==> config.mk <==
export PLATFORM = sky130hd
export DESIGN_NAME = dm_bus_arbiter
export DESIGN_NICKNAME = d
export VERILOG_FILES = /design/src/rtl/dm_arb_pkg.sv /design/src/rtl/dm_arb_resp_pipe.sv /design/src/rtl/dm_bus_arbiter.sv
export SDC_FILE = /design/constraint.sdc
export NUM_CORES = 1
export LEC_CHECK = 0
export CAP_MARGIN = 10
export CORE_AREA = 2 2 106 108
export CTS_CLUSTER_SIZE = 12
export DETAILED_ROUTE_END_ITERATION = 8
export DIE_AREA = 0 0 108 110
export PLACE_DENSITY = 0.71
export SLEW_MARGIN = 10
export SYNTH_ARGS = -nofsm -noshare
export SYNTH_HDL_FRONTEND = slang
export SYNTH_SLANG_ARGS = --single-unit
==> constraint.sdc <==
create_clock -name clk_i -period 2.37 [get_ports clk_i]
set_clock_uncertainty 0.15 [all_clocks]
set_input_delay 0.5925 -clock clk_i [delete_from_list [all_inputs] [get_ports clk_i]]
set_output_delay 0.5925 -clock clk_i [all_outputs]
set_load 0.1 [all_outputs]
==> src/rtl/dm_arb_pkg.sv <==
// dm_arb_pkg: shared constants and response tag type for the debug-module bus arbiter
package dm_arb_pkg;

    localparam int   NR_HOSTS      = 2;
    localparam logic HOST_DEV      = 1'b0;
    localparam logic HOST_DBG      = 1'b1;
    localparam int   MAX_SLAVE_LAT = 3;

    typedef struct packed {
        logic valid;
        logic host_id;
        logic we;
    } resp_tag_t;

endpackage

==> src/rtl/dm_arb_resp_pipe.sv <==
// dm_arb_resp_pipe: tag shift register matching the slave read latency, with synchronous flush
module dm_arb_resp_pipe
    import dm_arb_pkg::*;
#(
    parameter int DEPTH = 1
) (
    input  logic      clk_i,
    input  logic      rst_ni,
    input  logic      clear_i,
    input  resp_tag_t tag_i,
    output resp_tag_t tag_o
);

    resp_tag_t stage [DEPTH];

    // shift one stage per cycle; flush drops every in-flight tag
    always_ff @(posedge clk_i or negedge rst_ni) begin
        if (!rst_ni) begin
            for (int i = 0; i < DEPTH; i++) stage[i] <= '0;
        end else if (clear_i) begin
            for (int i = 0; i < DEPTH; i++) stage[i] <= '0;
        end else begin
            stage[0] <= tag_i;
            for (int i = 1; i < DEPTH; i++) stage[i] <= stage[i-1];
        end
    end

    assign tag_o = stage[DEPTH-1];

endmodule

==> src/rtl/dm_bus_arbiter.sv <==
// dm_bus_arbiter: shares the debug-module slave between the device bus and debug fetch.
// Define DM_ARB_ROUND_ROBIN_EN to alternate priority on simultaneous requests.
module dm_bus_arbiter
    import dm_arb_pkg::*;
#(
    parameter int XLEN      = 32,
    parameter int SLAVE_LAT = 1
) (
    input  logic              clk_i,
    input  logic              rst_ni,
    input  logic              clear_i,
    input  logic              h0_req_i,
    input  logic              h0_we_i,
    input  logic [XLEN/8-1:0] h0_be_i,
    input  logic [XLEN-1:0]   h0_addr_i,
    input  logic [XLEN-1:0]   h0_wdata_i,
    output logic              h0_gnt_o,
    output logic              h0_rvalid_o,
    output logic [XLEN-1:0]   h0_rdata_o,
    input  logic              h1_req_i,
    input  logic [XLEN-1:0]   h1_addr_i,
    output logic              h1_gnt_o,
    output logic              h1_rvalid_o,
    output logic [XLEN-1:0]   h1_rdata_o,
    output logic              slv_req_o,
    output logic              slv_we_o,
    output logic [XLEN/8-1:0] slv_be_o,
    output logic [XLEN-1:0]   slv_addr_o,
    output logic [XLEN-1:0]   slv_wdata_o,
    input  logic [XLEN-1:0]   slv_rdata_i
);

    logic      sel_dbg;
    logic      en;
    resp_tag_t tag_in;
    resp_tag_t tag_out;
    logic      unused_we;

`ifdef DM_ARB_ROUND_ROBIN_EN
    logic last;

    // remember who was granted most recently; starts as if host1 went last
    always_ff @(posedge clk_i or negedge rst_ni) begin
        if (!rst_ni) last <= HOST_DBG;
        else if (slv_req_o) last <= h1_gnt_o;
    end

    assign sel_dbg = h1_req_i & (~h0_req_i | (last == HOST_DEV));
`else
    assign sel_dbg = h1_req_i & ~h0_req_i;
`endif

    // grants are blocked in reset and in a flush cycle so nothing enters a dying pipe
    assign en       = rst_ni & ~clear_i;
    assign h0_gnt_o = en & h0_req_i & ~sel_dbg;
    assign h1_gnt_o = en & sel_dbg;
    assign slv_req_o = h0_gnt_o | h1_gnt_o;

    // route the granted host's fields; fetches are full-word reads
    always_comb begin
        slv_we_o    = h0_gnt_o & h0_we_i;
        slv_be_o    = h0_gnt_o ? h0_be_i : (h1_gnt_o ? '1 : '0);
        slv_addr_o  = h0_gnt_o ? h0_addr_i : (h1_gnt_o ? h1_addr_i : '0);
        slv_wdata_o = h0_gnt_o ? h0_wdata_i : '0;
    end

    assign tag_in = '{valid: slv_req_o, host_id: h1_gnt_o, we: slv_we_o};

    dm_arb_resp_pipe #(.DEPTH(SLAVE_LAT)) u_pipe (
        .clk_i  (clk_i),
        .rst_ni (rst_ni),
        .clear_i(clear_i),
        .tag_i  (tag_in),
        .tag_o  (tag_out)
    );

    assign unused_we = tag_out.we;

    assign h0_rvalid_o = tag_out.valid & (tag_out.host_id == HOST_DEV);
    assign h1_rvalid_o = tag_out.valid & (tag_out.host_id == HOST_DBG);
    assign h0_rdata_o  = h0_rvalid_o ? slv_rdata_i : '0;
    assign h1_rdata_o  = h1_rvalid_o ? slv_rdata_i : '0;

endmodule

==> metrics <==
Antenna diodes 0; CP Class in2out; Nets 653; Slew Viols, Final 0; die height 110 µm; Rows 38; final std cells w/o fill 653; WL final 11.6 mm; Slew headroom 0.775; crit-path max FO 1; Tightest Hold Check Type in2async; DR iter-0 viols 106; Synth warnings 0; Netlist cell types 16; final period demand of the worst path 2.34 ns; net switching power 0.754 mW; CP Capture Type output pin; core area 10700 µm²; drt drc 0; clock network fraction of total power 0.090; routability cong. 0.891; #FFs+latches synth 2; share of the clock period used by the worst path 0.986; critical path's top delay family buffers and inverters; CTS tree done; final antenna-violating net count 0; GRT overflow 0; CP startpoint kind input pin; crit-path cells clkdlybuf4s50_1 > nand3b_1 > a21oi_4 > buf_12; outcome completed; final worst setup slack 0.0324 ns; Worst-Margin Slew 0.338 ns; H-tree depth 1; Flop pwr share 0.025; FMAX 428 MHz; unrepaired setup endpoints after global routing no; Largest register FFs 2; Leak 2.55 nW; Pwr Density 226 nW/µm²; via count 2834; combinational fraction of design power 0.884; first-pass GRT wire length 17.0 mm; Switching Share 0.520; CP peak stage delay 0.47 ns; clock sinks 2; # Max-Cap Violations 0; drt first pass iters 4; Max Root-Sink Buffers 2; initial core utilization 0.134; Final Hold Viols 0; largest net degree at the start of global routing 34; post-layout util 0.600; hpwl dp 9.74 mm; Routed WL per cell 17.7 µm; register area share after synthesis 0.0349; Syn Nets 379; worst path buffer plus inverter count 2; layout cell share with drive strength beyond 1 0.491; Max VDD drop 0.118 mV; crit path DAT 1.60 ns; dpl ws -0.284 ns; vias in the first global route 2905; total CTS buffers 3; Min Hold Slack 0.243 ns; die footprint 11900 µm²; die width 108 µm; slowest cell on the critical path clkdlybuf4s50_1; Critical Path RT 1.63 ns; placed cell count 643; Avg Cell Area, Syn 5.94 µm²; Post-Syn Instances 241; initial antenna violation count 1; Via-to-Cell Ratio 4.34; fill count 830; Internal 0.696 mW; port bufs 275; Final Power 1.45 mW; final setup fails 0; Tot GR Track Use 0.188; root buf cell clkbuf_8; Worst-path clk slew 0.03 ns; area grow syn2layout 348%; Post-Syn Area 1430 µm²; I/O Pins 276
worst max-delay path by stage:
stage / startpoint / depth (start not counted) / slack (ns) / to
after floorplan: h0_req_i / 4 / -0.01 / slv_addr_o[28]
after global placement: clear_i / 5 / -0.27 / slv_wdata_o[31]
after detailed placement: h1_req_i / 5 / -0.28 / slv_addr_o[3]
after CTS: clear_i / 7 / -0.02 / slv_wdata_o[8]
after global routing: h1_addr_i[25] / 4 / 0.004 / slv_addr_o[25]
final: h1_addr_i[0] / 4 / 0.03 / slv_addr_o[0]
logic make-up (layout without fill, tap and decap cells):
group / count (synthesis) / in the layout / share of synthesized area
buffers and inverters: 28 / 300 / 0.104
and+or+nand+nor: 175 / 175 / 0.735
DFF: 2 / 2 / 0.0349
AOI/OAI and AO/OA: 36 / 36 / 0.126
area by class of cell:
type / count / area, µm² / share of cell area
Timing Repair Buffer: 297 / 4400 / 0.685
Clock buffer: 3 / 41.3 / 0.00643
Multi-Input combinational cell: 211 / 1760 / 0.274
Tap cell: 140 / 175 / 0.0273
Sequential cell: 2 / 50.0 / 0.00779
cells in the final DEF (no fill, tap or decap), drive strengths merged:
| master | n |
|---|---|
| nand3b | 32 |
| clkbuf | 4 |
| nor2b | 1 |
| dfrtp | 2 |
| nand2 | 36 |
| nand2b | 2 |
| a21oi | 36 |
| and3 | 32 |
| and3b | 1 |
| buf | 163 |
| nor2 | 5 |
| and2 | 66 |
| clkdlybuf4s50 | 133 |
power groups by stage:
stage	Combinational (mW)	Clock [mW]	Sequential, mW
detailed placement	1.26	0	0.0370
global route	1.32	0.140	0.0367
finish	1.28	0.131	0.0366
CTS	1.30	0.137	0.0366
floorplan	0.682	0	0.0377
global placement	1.24	0	0.0369
routing by layer:
metal | up-vias | wire length (µm) | track usage
li1 | 1348 | - | -
met1 | 1304 | 4040 | 0.196
met2 | 164 | 6160 | 0.361
met3 | 16 | 1150 | 0.0647
met4 | 2 | 211 | 0.0421
met5 | - | 19 | 0
worst min-delay path, stage by stage:
cell	delay [ns]
buf_2	0.09
buf_4	0.12
buf_4	0.11
cell usage after synthesis, drive strengths merged:
| master | count | share of area |
|---|---|---|
| nand2 | 36 | 0.094 |
| nand3b | 32 | 0.17 |
| nor2b | 1 | 0.0096 |
| clkbuf | 14 | 0.038 |
| nor2 | 5 | 0.013 |
| and3b | 1 | 0.0087 |
| dfrtp | 2 | 0.035 |
| and3 | 32 | 0.14 |
| buf | 14 | 0.065 |
| and2 | 66 | 0.29 |
| nand2b | 2 | 0.014 |
| a21oi | 36 | 0.13 |
metrics by stage:
stage,cell area [µm²],TNS [ns]
after floorplan,1950,-0.0168
after global placement,6230,-17.38
after detailed placement,6230,-17.58
after CTS,6500,-0.173
after global routing,6420,0
final,6420,0
what timing repair did:
| item | 4_1_cts | 5_1_grt |
|---|---|---|
| hold buffers | 0 | 0 |
| hold endpoints to repair | 0 | 0 |
| pin swaps | 15 | 3 |
| setup buffers | 6 | 0 |
| endpoints found under the setup margin | 72 | 33 |
| gates cloned | 4 | 0 |
| gates resized for setup | 45 | 2 |
Note: power is estimated with default switching activity, not from simulation.
